[src/rtl/mem_arbiter_if.sv]
// Client request/response and byte-serial memory bus bundle for mem_arbiter.
interface mem_arbiter_if #(
  parameter int unsigned NPORT = 2
);
  logic [NPORT-1:0]    req_valid;
  logic [NPORT-1:0]    req_we;
  logic [2*NPORT-1:0]  req_size;
  logic [32*NPORT-1:0] req_addr;
  logic [32*NPORT-1:0] req_wdata;
  logic [NPORT-1:0]    flush;
  logic [NPORT-1:0]    resp_valid;
  logic [31:0]         resp_data;
  logic [7:0]          mem_din;
  logic [7:0]          mem_dout;
  logic [31:0]         mem_a;
  logic                mem_wr;
  logic                io_buffer_full;

  // Client/environment side: drives requests and the RAM/IO return path.
  modport master (
    output req_valid, req_we, req_size, req_addr, req_wdata, flush,
    output mem_din, io_buffer_full,
    input  resp_valid, resp_data, mem_dout, mem_a, mem_wr
  );

  // Arbiter side.
  modport slave (
    input  req_valid, req_we, req_size, req_addr, req_wdata, flush,
    input  mem_din, io_buffer_full,
    output resp_valid, resp_data, mem_dout, mem_a, mem_wr
  );
endinterface

[src/rtl/mem_arbiter.sv]
// NPORT-client round-robin arbiter serialising 1/2/4-byte reads and writes
// onto the 8-bit RAM/IO bus, with per-port flush, IO back-pressure and rdy freeze.
module mem_arbiter #(
  parameter int unsigned NPORT    = 2,
  parameter bit          IO_STALL = 1'b1
) (
  input  logic         clk,
  input  logic         rst,
  input  logic         rdy,
  mem_arbiter_if.slave bus
);

  localparam int unsigned PW  = (NPORT > 1) ? $clog2(NPORT) : 1;
  localparam int unsigned PW1 = PW + 1;
  localparam int unsigned CW  = 3;

  typedef enum logic [1:0] {
    S_IDLE   = 2'd0,
    S_RD     = 2'd1,
    S_WR     = 2'd2,
    S_RDWAIT = 2'd3
  } state_t;

  state_t          r_state;
  logic [PW-1:0]   r_ptr;
  logic [PW-1:0]   r_port;
  logic [CW-1:0]   r_n;
  logic [CW-1:0]   r_cnt;
  logic [31:0]     r_addr;
  logic [31:0]     r_wdata;
  logic [31:0]     r_rbuf;
  logic [31:0]     r_mem_a;
  logic [7:0]      r_mem_dout;
  logic            r_mem_wr;
  logic [NPORT-1:0] r_resp_valid;
  logic [31:0]     r_resp_data;

  logic [31:0]     w_addr_a  [NPORT];
  logic [31:0]     w_wdata_a [NPORT];
  logic [1:0]      w_size_a  [NPORT];

  logic [NPORT-1:0] w_elig;
  logic            w_gnt;
  logic [PW-1:0]   w_win;
  logic [PW-1:0]   w_ptr_next;
  logic [31:0]     w_win_addr;
  logic [31:0]     w_win_wdata;
  logic            w_win_we;
  logic [CW-1:0]   w_win_n;
  logic            w_stall_gnt;
  logic            w_stall_wr;
  logic [31:0]     w_byte_addr;
  logic [7:0]      w_wbyte;
  logic [4:0]      w_cap_sh;
  logic [4:0]      w_last_sh;
  logic [31:0]     w_rd_cap;
  logic [31:0]     w_rd_last;
  logic [NPORT-1:0] w_onehot;

  function automatic logic [CW-1:0] size_to_n(input logic [1:0] s);
    case (s)
      2'd0:    return CW'(1);
      2'd1:    return CW'(2);
      default: return CW'(4);
    endcase
  endfunction

  function automatic logic io_hit(input logic [31:0] a);
    return IO_STALL && (a[17:16] == 2'b11);
  endfunction

  for (genvar g = 0; g < NPORT; g++) begin : g_port
    assign w_addr_a[g]  = bus.req_addr[32*g +: 32];
    assign w_wdata_a[g] = bus.req_wdata[32*g +: 32];
    assign w_size_a[g]  = bus.req_size[2*g +: 2];
  end

  // Round-robin pick: first eligible port at or after r_ptr. The port whose
  // completion pulse is showing this cycle is excluded so it is never re-granted.
  always_comb begin
    logic [PW1-1:0] v_sum;
    v_sum  = '0;
    w_elig = bus.req_valid & ~bus.flush & ~r_resp_valid;
    w_gnt  = 1'b0;
    w_win  = '0;
    for (int k = 0; k < int'(NPORT); k++) begin
      v_sum = {1'b0, r_ptr} + PW1'(k);
      if (v_sum >= PW1'(NPORT)) begin
        v_sum = v_sum - PW1'(NPORT);
      end
      if (!w_gnt && w_elig[v_sum[PW-1:0]]) begin
        w_gnt = 1'b1;
        w_win = v_sum[PW-1:0];
      end
    end
  end

  assign w_ptr_next  = (w_win == PW'(NPORT - 1)) ? '0 : PW'(w_win + 1'b1);
  assign w_win_addr  = w_addr_a[w_win];
  assign w_win_wdata = w_wdata_a[w_win];
  assign w_win_we    = bus.req_we[w_win];
  assign w_win_n     = size_to_n(w_size_a[w_win]);
  assign w_stall_gnt = io_hit(w_win_addr) & bus.io_buffer_full;

  assign w_byte_addr = r_addr + 32'(r_cnt);
  assign w_stall_wr  = io_hit(w_byte_addr) & bus.io_buffer_full;
  assign w_wbyte     = 8'(r_wdata >> {r_cnt[1:0], 3'b000});

  // Byte cnt-2 is on mem_din while address cnt is out; the last byte lands in RDWAIT.
  assign w_cap_sh    = {2'(r_cnt - CW'(2)), 3'b000};
  assign w_last_sh   = {2'(r_n - CW'(1)), 3'b000};
  assign w_rd_cap    = r_rbuf | (32'(bus.mem_din) << w_cap_sh);
  assign w_rd_last   = r_rbuf | (32'(bus.mem_din) << w_last_sh);
  assign w_onehot    = NPORT'(1) << r_port;

  always_ff @(posedge clk or negedge rst) begin
    if (!rst) begin
      r_state      <= S_IDLE;
      r_ptr        <= '0;
      r_port       <= '0;
      r_n          <= '0;
      r_cnt        <= '0;
      r_addr       <= '0;
      r_wdata      <= '0;
      r_rbuf       <= '0;
      r_mem_a      <= '0;
      r_mem_dout   <= '0;
      r_mem_wr     <= 1'b0;
      r_resp_valid <= '0;
      r_resp_data  <= '0;
    end else if (rdy) begin
      r_resp_valid <= '0;
      case (r_state)
        S_IDLE: begin
          if (w_gnt) begin
            r_port  <= w_win;
            r_ptr   <= w_ptr_next;
            r_n     <= w_win_n;
            r_addr  <= w_win_addr;
            r_wdata <= w_win_wdata;
            r_rbuf  <= '0;
            if (w_win_we) begin
              r_state <= S_WR;
              if (w_stall_gnt) begin
                r_cnt <= '0;
              end else begin
                r_mem_a    <= w_win_addr;
                r_mem_dout <= w_win_wdata[7:0];
                r_mem_wr   <= 1'b1;
                r_cnt      <= CW'(1);
              end
            end else begin
              r_state <= S_RD;
              r_mem_a <= w_win_addr;
              r_cnt   <= CW'(1);
            end
          end
        end
        S_RD: begin
          if (bus.flush[r_port]) begin
            r_state <= S_IDLE;
            r_mem_a <= '0;
          end else begin
            if (r_cnt >= CW'(2)) begin
              r_rbuf <= w_rd_cap;
            end
            if (r_cnt == r_n) begin
              r_state <= S_RDWAIT;
              r_mem_a <= '0;
            end else begin
              r_mem_a <= w_byte_addr;
              r_cnt   <= r_cnt + CW'(1);
            end
          end
        end
        S_RDWAIT: begin
          r_state <= S_IDLE;
          if (!bus.flush[r_port]) begin
            r_resp_data  <= w_rd_last;
            r_resp_valid <= w_onehot;
          end
        end
        S_WR: begin
          // Writes always run to completion; flush is ignored here.
          if (r_cnt == r_n) begin
            r_state      <= S_IDLE;
            r_resp_valid <= w_onehot;
            r_mem_a      <= '0;
            r_mem_dout   <= '0;
            r_mem_wr     <= 1'b0;
          end else if (w_stall_wr) begin
            r_mem_a    <= '0;
            r_mem_dout <= '0;
            r_mem_wr   <= 1'b0;
          end else begin
            r_mem_a    <= w_byte_addr;
            r_mem_dout <= w_wbyte;
            r_mem_wr   <= 1'b1;
            r_cnt      <= r_cnt + CW'(1);
          end
        end
        default: r_state <= S_IDLE;
      endcase
    end
  end

  assign bus.mem_a      = r_mem_a;
  assign bus.mem_dout   = r_mem_dout;
  assign bus.mem_wr     = r_mem_wr & rdy;
  assign bus.resp_valid = r_resp_valid;
  assign bus.resp_data  = r_resp_data;

endmodule

[src/flat_wrapper.sv]
// flat-port wrapper written by rule: the top's interface ports become plain ports
module mem_arbiter_flat 
#(
  parameter int unsigned NPORT    = 2,
  parameter bit          IO_STALL = 1'b1
)
  (clk, rst, rdy, bus_req_valid, bus_req_we, bus_req_size, bus_req_addr, bus_req_wdata, bus_flush, bus_mem_din, bus_io_buffer_full, bus_resp_valid, bus_resp_data, bus_mem_dout, bus_mem_a, bus_mem_wr);
  mem_arbiter_if #(.NPORT(NPORT)) bus_i ();
  input  logic clk;
  input  logic rst;
  input  logic rdy;
  input wire logic [$bits(bus_i.req_valid)-1:0] bus_req_valid;
  input wire logic [$bits(bus_i.req_we)-1:0] bus_req_we;
  input wire logic [$bits(bus_i.req_size)-1:0] bus_req_size;
  input wire logic [$bits(bus_i.req_addr)-1:0] bus_req_addr;
  input wire logic [$bits(bus_i.req_wdata)-1:0] bus_req_wdata;
  input wire logic [$bits(bus_i.flush)-1:0] bus_flush;
  input wire logic [$bits(bus_i.mem_din)-1:0] bus_mem_din;
  input wire logic [$bits(bus_i.io_buffer_full)-1:0] bus_io_buffer_full;
  output wire logic [$bits(bus_i.resp_valid)-1:0] bus_resp_valid;
  output wire logic [$bits(bus_i.resp_data)-1:0] bus_resp_data;
  output wire logic [$bits(bus_i.mem_dout)-1:0] bus_mem_dout;
  output wire logic [$bits(bus_i.mem_a)-1:0] bus_mem_a;
  output wire logic [$bits(bus_i.mem_wr)-1:0] bus_mem_wr;
  assign bus_i.req_valid = bus_req_valid;
  assign bus_i.req_we = bus_req_we;
  assign bus_i.req_size = bus_req_size;
  assign bus_i.req_addr = bus_req_addr;
  assign bus_i.req_wdata = bus_req_wdata;
  assign bus_i.flush = bus_flush;
  assign bus_i.mem_din = bus_mem_din;
  assign bus_i.io_buffer_full = bus_io_buffer_full;
  assign bus_resp_valid = bus_i.resp_valid;
  assign bus_resp_data = bus_i.resp_data;
  assign bus_mem_dout = bus_i.mem_dout;
  assign bus_mem_a = bus_i.mem_a;
  assign bus_mem_wr = bus_i.mem_wr;
  mem_arbiter #(.NPORT(NPORT), .IO_STALL(IO_STALL)) u_core (.clk(clk), .rst(rst), .rdy(rdy), .bus(bus_i));
endmodule
[config.mk]
export PLATFORM = sky130hd
export DESIGN_NAME = mem_arbiter_flat
export DESIGN_NICKNAME = d
export VERILOG_FILES = /design/src/rtl/mem_arbiter_if.sv /design/src/rtl/mem_arbiter.sv /design/src/flat_wrapper.sv
export SDC_FILE = /design/constraint.sdc
export NUM_CORES = 1
export LEC_CHECK = 0
export CAP_MARGIN = 20
export CELL_PAD_IN_SITES_DETAIL_PLACEMENT = 2
export CELL_PAD_IN_SITES_GLOBAL_PLACEMENT = 2
export CORE_AREA = 2 2 173 192
export CTS_CLUSTER_DIAMETER = 100
export DETAILED_ROUTE_END_ITERATION = 10
export DIE_AREA = 0 0 175 194
export PLACE_DENSITY_LB_ADDON = 0.1
export SETUP_SLACK_MARGIN = 0.02
export SYNTH_ARGS = -nofsm -noshare
export SYNTH_HDL_FRONTEND = slang
export SYNTH_SLANG_ARGS = --single-unit
[constraint.sdc]
create_clock -name clk -period 3.4 [get_ports clk]
set_input_delay 0.85 -clock clk [delete_from_list [all_inputs] [get_ports clk]]
set_output_delay 0.85 -clock clk [all_outputs]
set_load 0.01 [all_outputs]
Yosys cells after proc, flatten, opt, wreduce, memory -nomap -nowiden. Cells that the tools add are included.

Word-level logic and storage cells: 142. Bits in registers: 181. Output and inout bits: 75.

Equality and inequality tests: 18. Muxes and demuxes: 66. Reductions and logical operators: 14. $lt $le $gt $ge: 8. Shifts and indexed selects: 4. Bitwise operators: 11. $add $sub $neg: 8.

Operator list (count): two-way mux 32 bit (16); one-hot mux 32 bit (3 select lines) (1); OR 32 bit (2); one-hot mux 32 bit (2 select lines) (1); << shifter 8 x 5 -> 32 bit (2); two-way mux 8 bit (5); adder 32 x 3 -> 32 bit (1); >> shifter 32 x 5 -> 8 bit (1); two-way mux 1 bit (22); two-way mux 2 bit (10); one-hot mux 8 bit (2 select lines) (1); two-way mux 3 bit (5); inequality test 2 bit (second input constant) (5); AND reduction 5 bit (2); one-hot mux 3 bit (3 select lines) (1); == test 2 bit (second input constant) (4); < comparator 1 x 2 -> 1 bit (second input constant) (4); inequality test 2 x 1 -> 1 bit (second input constant) (4); one-hot mux 2 bit (4 select lines) (1); AND reduction 4 bit (2); AND reduction 7 bit (1); one-hot mux 3 bit (2 select lines) (1); AND reduction 3 bit (2); bitwise AND 2 bit (2); 25 further kinds (33).

Depth between registers and ports, before layout.
Depth after elaboration: 19. Depth in mapped cells: 11. Gate-level depth less buffers: 9.

Worst setup path before layout. Ideal clock, no wire load.

Path type: input port to flip-flop. From: in bus_flush[1]. To: reg u_core.r_mem_a[4] (netlist: u_core.bus.mem_a[4]). Path slack: 0.709 ns. Stages on the path: 8. Arrival: 2.566 ns. Setup time: 0.126 ns. Cell sequence: or3b_2 > clkbuf_1 > nor2_2 > buf_2 > mux2i_1 > o21ai_0 > a211oi_1 > nor3_1.

Cells in the longest elaborated chain, start to end: 17. Elaborated cells between the ends (all ways): 31. Classes of those cells: eq/ne (3); mux (20); bitwise (5); reduce/logical (3).

Ends and longest elaborated chain: start: declaration (RTL line flat_wrapper.sv:17) `input wire logic [$bits(bus_i.flush)-1:0] bus_flush;`; NOT 2 bit (RTL line mem_arbiter.sv:83) `w_elig = bus.req_valid & ~bus.flush & ~r_resp_valid;`; bitwise AND 2 bit (2 in a row) (RTL line mem_arbiter.sv:83); two-way mux 1 bit (not written as such) (2 in a row) (RTL line mem_arbiter.sv:91) `if (!w_gnt && w_elig[v_sum[PW-1:0]]) begin`; two-way mux 1 bit (RTL line mem_arbiter.sv:91); logical NOT 1 bit (RTL line mem_arbiter.sv:91); logical AND 1 bit (RTL line mem_arbiter.sv:91); two-way mux 1 bit (RTL line mem_arbiter.sv:91); NOT 1 -> 2 bit (not written as such) (RTL line mem_arbiter.sv:99) `assign w_win_addr = w_addr_a[w_win];`; two-way mux 32 bit (not written as such) (3 in a row) (RTL line mem_arbiter.sv:99); == test 2 bit or two-way mux 32 bit (tied branches) (RTL line mem_arbiter.sv:69, mem_arbiter.sv:144); bitwise AND 1 bit or two-way mux 32 bit (tied branches) (RTL line mem_arbiter.sv:103, mem_arbiter.sv:142); inequality test 3 bit (no source line) or two-way mux 32 bit (tied branches); AND reduction 4 bit (no source line) or one-hot mux 32 bit (3 select lines) (tied branches); end signal: assignment (RTL line mem_arbiter.sv:147) `r_mem_a <= w_win_addr;`; end signal: assignment (RTL line mem_arbiter.sv:154) `r_mem_a <= w_win_addr;`; end signal: assignment (RTL line mem_arbiter.sv:171) `r_mem_a <= w_byte_addr;`; end: declaration (RTL line mem_arbiter.sv:32) `logic [31:0] r_mem_a;`.

Several ways; a longest one is shown, not always the timed one. The select of a mux whose other input is x is not followed. A chain may end at the register's enable or synchronous reset.

Worst setup path in the final report.
From: in bus_flush[0]. To: reg u_core.r_mem_a[11] (netlist: u_core.bus.mem_a[11]).

The elaborated chain is that of the path after synthesis.

==> reports/results.tsv <==
stage	metric	value	unit
die	start_util	0.295	
synthesis	syn-cell-area	9440	um^2
detailed_routing	drt_pass1_iterations	5	
clock_tree	insertion_delay	460	ps
clock_tree	clkTransAtPathRegs	80	ps
sta	rsz0062_at_grt	false	
final_layout	syn2layout_area_growth	38.0	%
sta	period_minus_slack	3170	ps
global_route	grt_first_pass_wirelength	53200	um
sta	clock.fmax	0.316	GHz
critical_path	crit_arrival	3540	ps
synthesis	synth.avg_cell_area	9.32	um^2
die	rows	69	
sta	setup_viol	0	
synthesis	yosysWarnings	0	
clock_tree	htreeDepth	4	
global_route	grt_pass1_vias	9447	
power_and_ir_drop	power_density	853	nW/um^2
power_and_ir_drop	leakage	0.00521	uW
detailed_routing	route.detailed.drc	0	
critical_path	required	3780	ps
detailed_routing	drtIter0Drc	332	
detailed_routing	wirelength	32700	um
critical_path	crit_family	buffers and inverters	
critical_path	cp-start-kind	primary input	
critical_path	slowest_delay	690	ps
clock_tree	root_buffer	clkbuf_16	
global_route	grt_overflow	0	
sta	worstMarginPinSlew	747	ps
global_route	grtUsageMet2	0.343	
synthesis	synth-seq-cells	181	
final_layout	drive_gt1_frac	0.0884	
sta	skew	14.7	ps
clock_tree	cts_sinks	181	
die	coreArea	32000	um^2
critical_path	r2r-end	u_core.bus.mem_a[31]	
global_route	busiest_layer	met2	
place	dpl.hpwl	23400	um
die	die_w	175	um
synthesis	synth_edf_count	0	
global_route	antenna_found_initial	1	
global_route	gr-usage-all-layers	0.198	
critical_path	cpMaxStageDelayCell	or4b_2	
synthesis	ys_seq_area_frac	0.480	
critical_path	r2r_slack	310	ps
final_layout	fillers	3426	
critical_path	r2r_cells	10	
synthesis	synthCells	1013	
min_path	hold_class	primary input to async pin	
global_route	grtUsageMet1	0.256	
detailed_routing	num_vias	8532	
sta	fin_crit_sh	0.932	
clock_tree	clockBufferDepth	2	
synthesis	synth-async-reset-ratio	1.00	
outcome	status	finished clean	
critical_path	cp_num_buf_inv	5	
sta	finalHoldViolCount	0	
detailed_routing	routed_via_density	5.11	
critical_path	crit_chain	clkdlybuf4s50_1 -> buf_4 -> or4b_2 -> a211oi_1 -> a2111oi_4 -> buf_4 -> buf_4 -> buf_12 -> o21ai_0 -> a21oi_1 -> nor3_1	
final_layout	post-route-util	0.407	
clock_tree	cts_tree	built	
detailed_routing	wl_per_cell	19.5	um
critical_path	critPathMostFrequentCell	buf_4	
place	portBuffers	224	
critical_path	crit_type	primary input to flip-flop	
clock_tree	post_cts_resized	0	
place	gp_congestion	0.851	
synthesis	synth_flop_cell	dfrtp_1	
final_layout	fin_nets	1391	
run	cap_violations	0	
die	io_pins	225	
clock_tree	cts_made_buffers	17	
global_route	grt_use_met3	0.0359	
critical_path	r2r-start	u_core.r_addr[0]	
synthesis	yosysUniqueCellTypes	63	
critical_path	cp_max_fo	22	
power_and_ir_drop	p_total	11100	uW
global_route	grt_max_degree	79	
detailed_routing	antenna_left	0	
synthesis	syn_nets	1173	
die	dieArea	34000	um^2
sta	drv_slew	0	
critical_path	crit_path_end_kind	flip-flop	
die	dieHeight	194	um
sta	slew_headroom	0.500	
power_and_ir_drop	peakVddDrop	0.000363	V
## routing by layer
metal / wire [um] / up-vias
li1: - / 4045
met1: 14800 / 4308
met2: 16300 / 155
met3: 1200 / 24
met4: 365 / 0
met5: 0 / -
## cell usage in the layout (no fill, tap or decap), types with 23 or more instances in the layout
cell type,n
xor2_1,23
nand2_1,51
dfrtp_1,181
clkdlybuf4s50_1,223
a21oi_1,163
o21ai_0,57
nor2_1,161
mux2i_1,72
nor3_1,32
buf_4,45
## through the flow
| stage | worst slack (ps) | cells | setup TNS [ps] | cell area (um^2) | hold WS (ps) |
|---|---|---|---|---|---|
| 2_1_floorplan | 709 | 1013 | 0 | 9440 | 463 |
| 3_3_place_gp | -426 | 1634 | -7400 | 12400 | 464 |
| 3_5_place_dp | -526 | 1634 | -10190 | 12400 | 475 |
| 4_1_cts | 256 | 1670 | 0 | 13000 | 443 |
| 5_1_grt | 61.1 | 1670 | 0 | 13000 | 463 |
| 6_report | 231 | 1671 | 0 | 13000 | 422 |
## final cells by class
class                           instances  area [um^2]  area share
Sequential cell                       181         4530       0.347
Antenna cell                            1         2.50    0.000192
Tap cell                              426          533      0.0409
Inverter                               14         52.6     0.00403
Timing Repair Buffer                  277         2740       0.211
Multi-Input combinational cell        740         4570       0.350
Clock buffer                           17          425      0.0326
Clock inverter                         15          180      0.0138
## Yosys cell counts (2+ instances only)
master / n / area share
nand4b_1: 2 / 0.0019
a21oi_1: 163 / 0.086
and2_1: 5 / 0.0033
mux2i_1: 72 / 0.076
nor2_1: 162 / 0.064
o31ai_1: 7 / 0.0056
o21a_1: 7 / 0.0056
nor4_1: 6 / 0.0040
dfrtp_1: 181 / 0.48
mux4_2: 8 / 0.019
buf_2: 16 / 0.0085
xnor2_1: 9 / 0.0083
o211ai_1: 6 / 0.0048
o22ai_1: 2 / 0.0013
nand2b_1: 5 / 0.0033
a211oi_1: 21 / 0.017
and4_1: 2 / 0.0019
nand4_1: 13 / 0.0086
nand3_1: 16 / 0.0085
nor3_1: 32 / 0.017
o21ai_0: 57 / 0.030
or3_1: 2 / 0.0013
buf_6: 2 / 0.0024
buf_1: 16 / 0.0064
a41oi_1: 8 / 0.0074
clkbuf_1: 44 / 0.017
xor2_1: 23 / 0.021
nor4b_1: 4 / 0.0037
nor3b_1: 4 / 0.0032
a31oi_1: 12 / 0.0079
nand2_1: 51 / 0.020
o21ba_2: 2 / 0.0021
a22o_1: 2 / 0.0019
inv_1: 14 / 0.0056
ha_1: 9 / 0.012
## worst reg2reg max path: cells and delay by family (launching register included)
family | cells | cell delay [ps]
flops | 1 | 370
buf+inv | 2 | 300
simple gates | 3 | 1090
compound gates | 3 | 640
fa+ha+maj | 2 | 580
## power by group
group / switching (uW) / total (uW) / internal [uW] / leakage, uW
clock: 1040 / 2030 / 995 / 0.000290
combinational: 2850 / 5200 / 2340 / 0.00272
sequential: 754 / 3890 / 3130 / 0.00220
## worst max path at each step
stage / from / end / cells past startpoint
after floorplan: bus_flush[1] / u_core.bus.mem_a[4] / 8
after CTS: bus_flush[0] / u_core.bus.mem_a[11] / 11
after detailed placement: bus_req_valid[1] / u_core.bus.mem_a[21] / 8
after global placement: bus_req_valid[1] / u_core.bus.mem_a[22] / 8
after global routing: bus_flush[0] / u_core.bus.mem_a[11] / 11
final: bus_flush[0] / u_core.bus.mem_a[11] / 11
## state kept, by name (all words and copies together), names as in the netlist
signal,count
u_core.r_mem_wr,1
u_core.r_rbuf,32
u_core.r_n,3
u_core.bus.mem_a,32
u_core.r_state,2
u_core.r_wdata,32
u_core.r_ptr,1
u_core.r_addr,32
u_core.bus.mem_dout,8
u_core.r_cnt,3
u_core.r_port,1
u_core.bus.resp_valid,2
u_core.bus.resp_data,32
## cells by family (layout without fill, tap and decap cells)
family                     count (synthesis)  after routing  share of synthesized area
and+or+nand+nor                          314            314                      0.151
AOI/OAI and AO/OA                        303            303                      0.189
DFF                                      181            181                      0.480
buffers and inverters                     92            323                     0.0403
muxes                                     81             81                     0.0966
xor gates and xnor gates                  32             32                     0.0297
adders and majority gates                 10             10                     0.0140
other                                      0              1                          0
## repair_timing
action,CTS,global route
hold buffers,0,0
setup endpoints to repair,3,0
buffers inserted,4,0
Power figures use the tool's default switching activity.
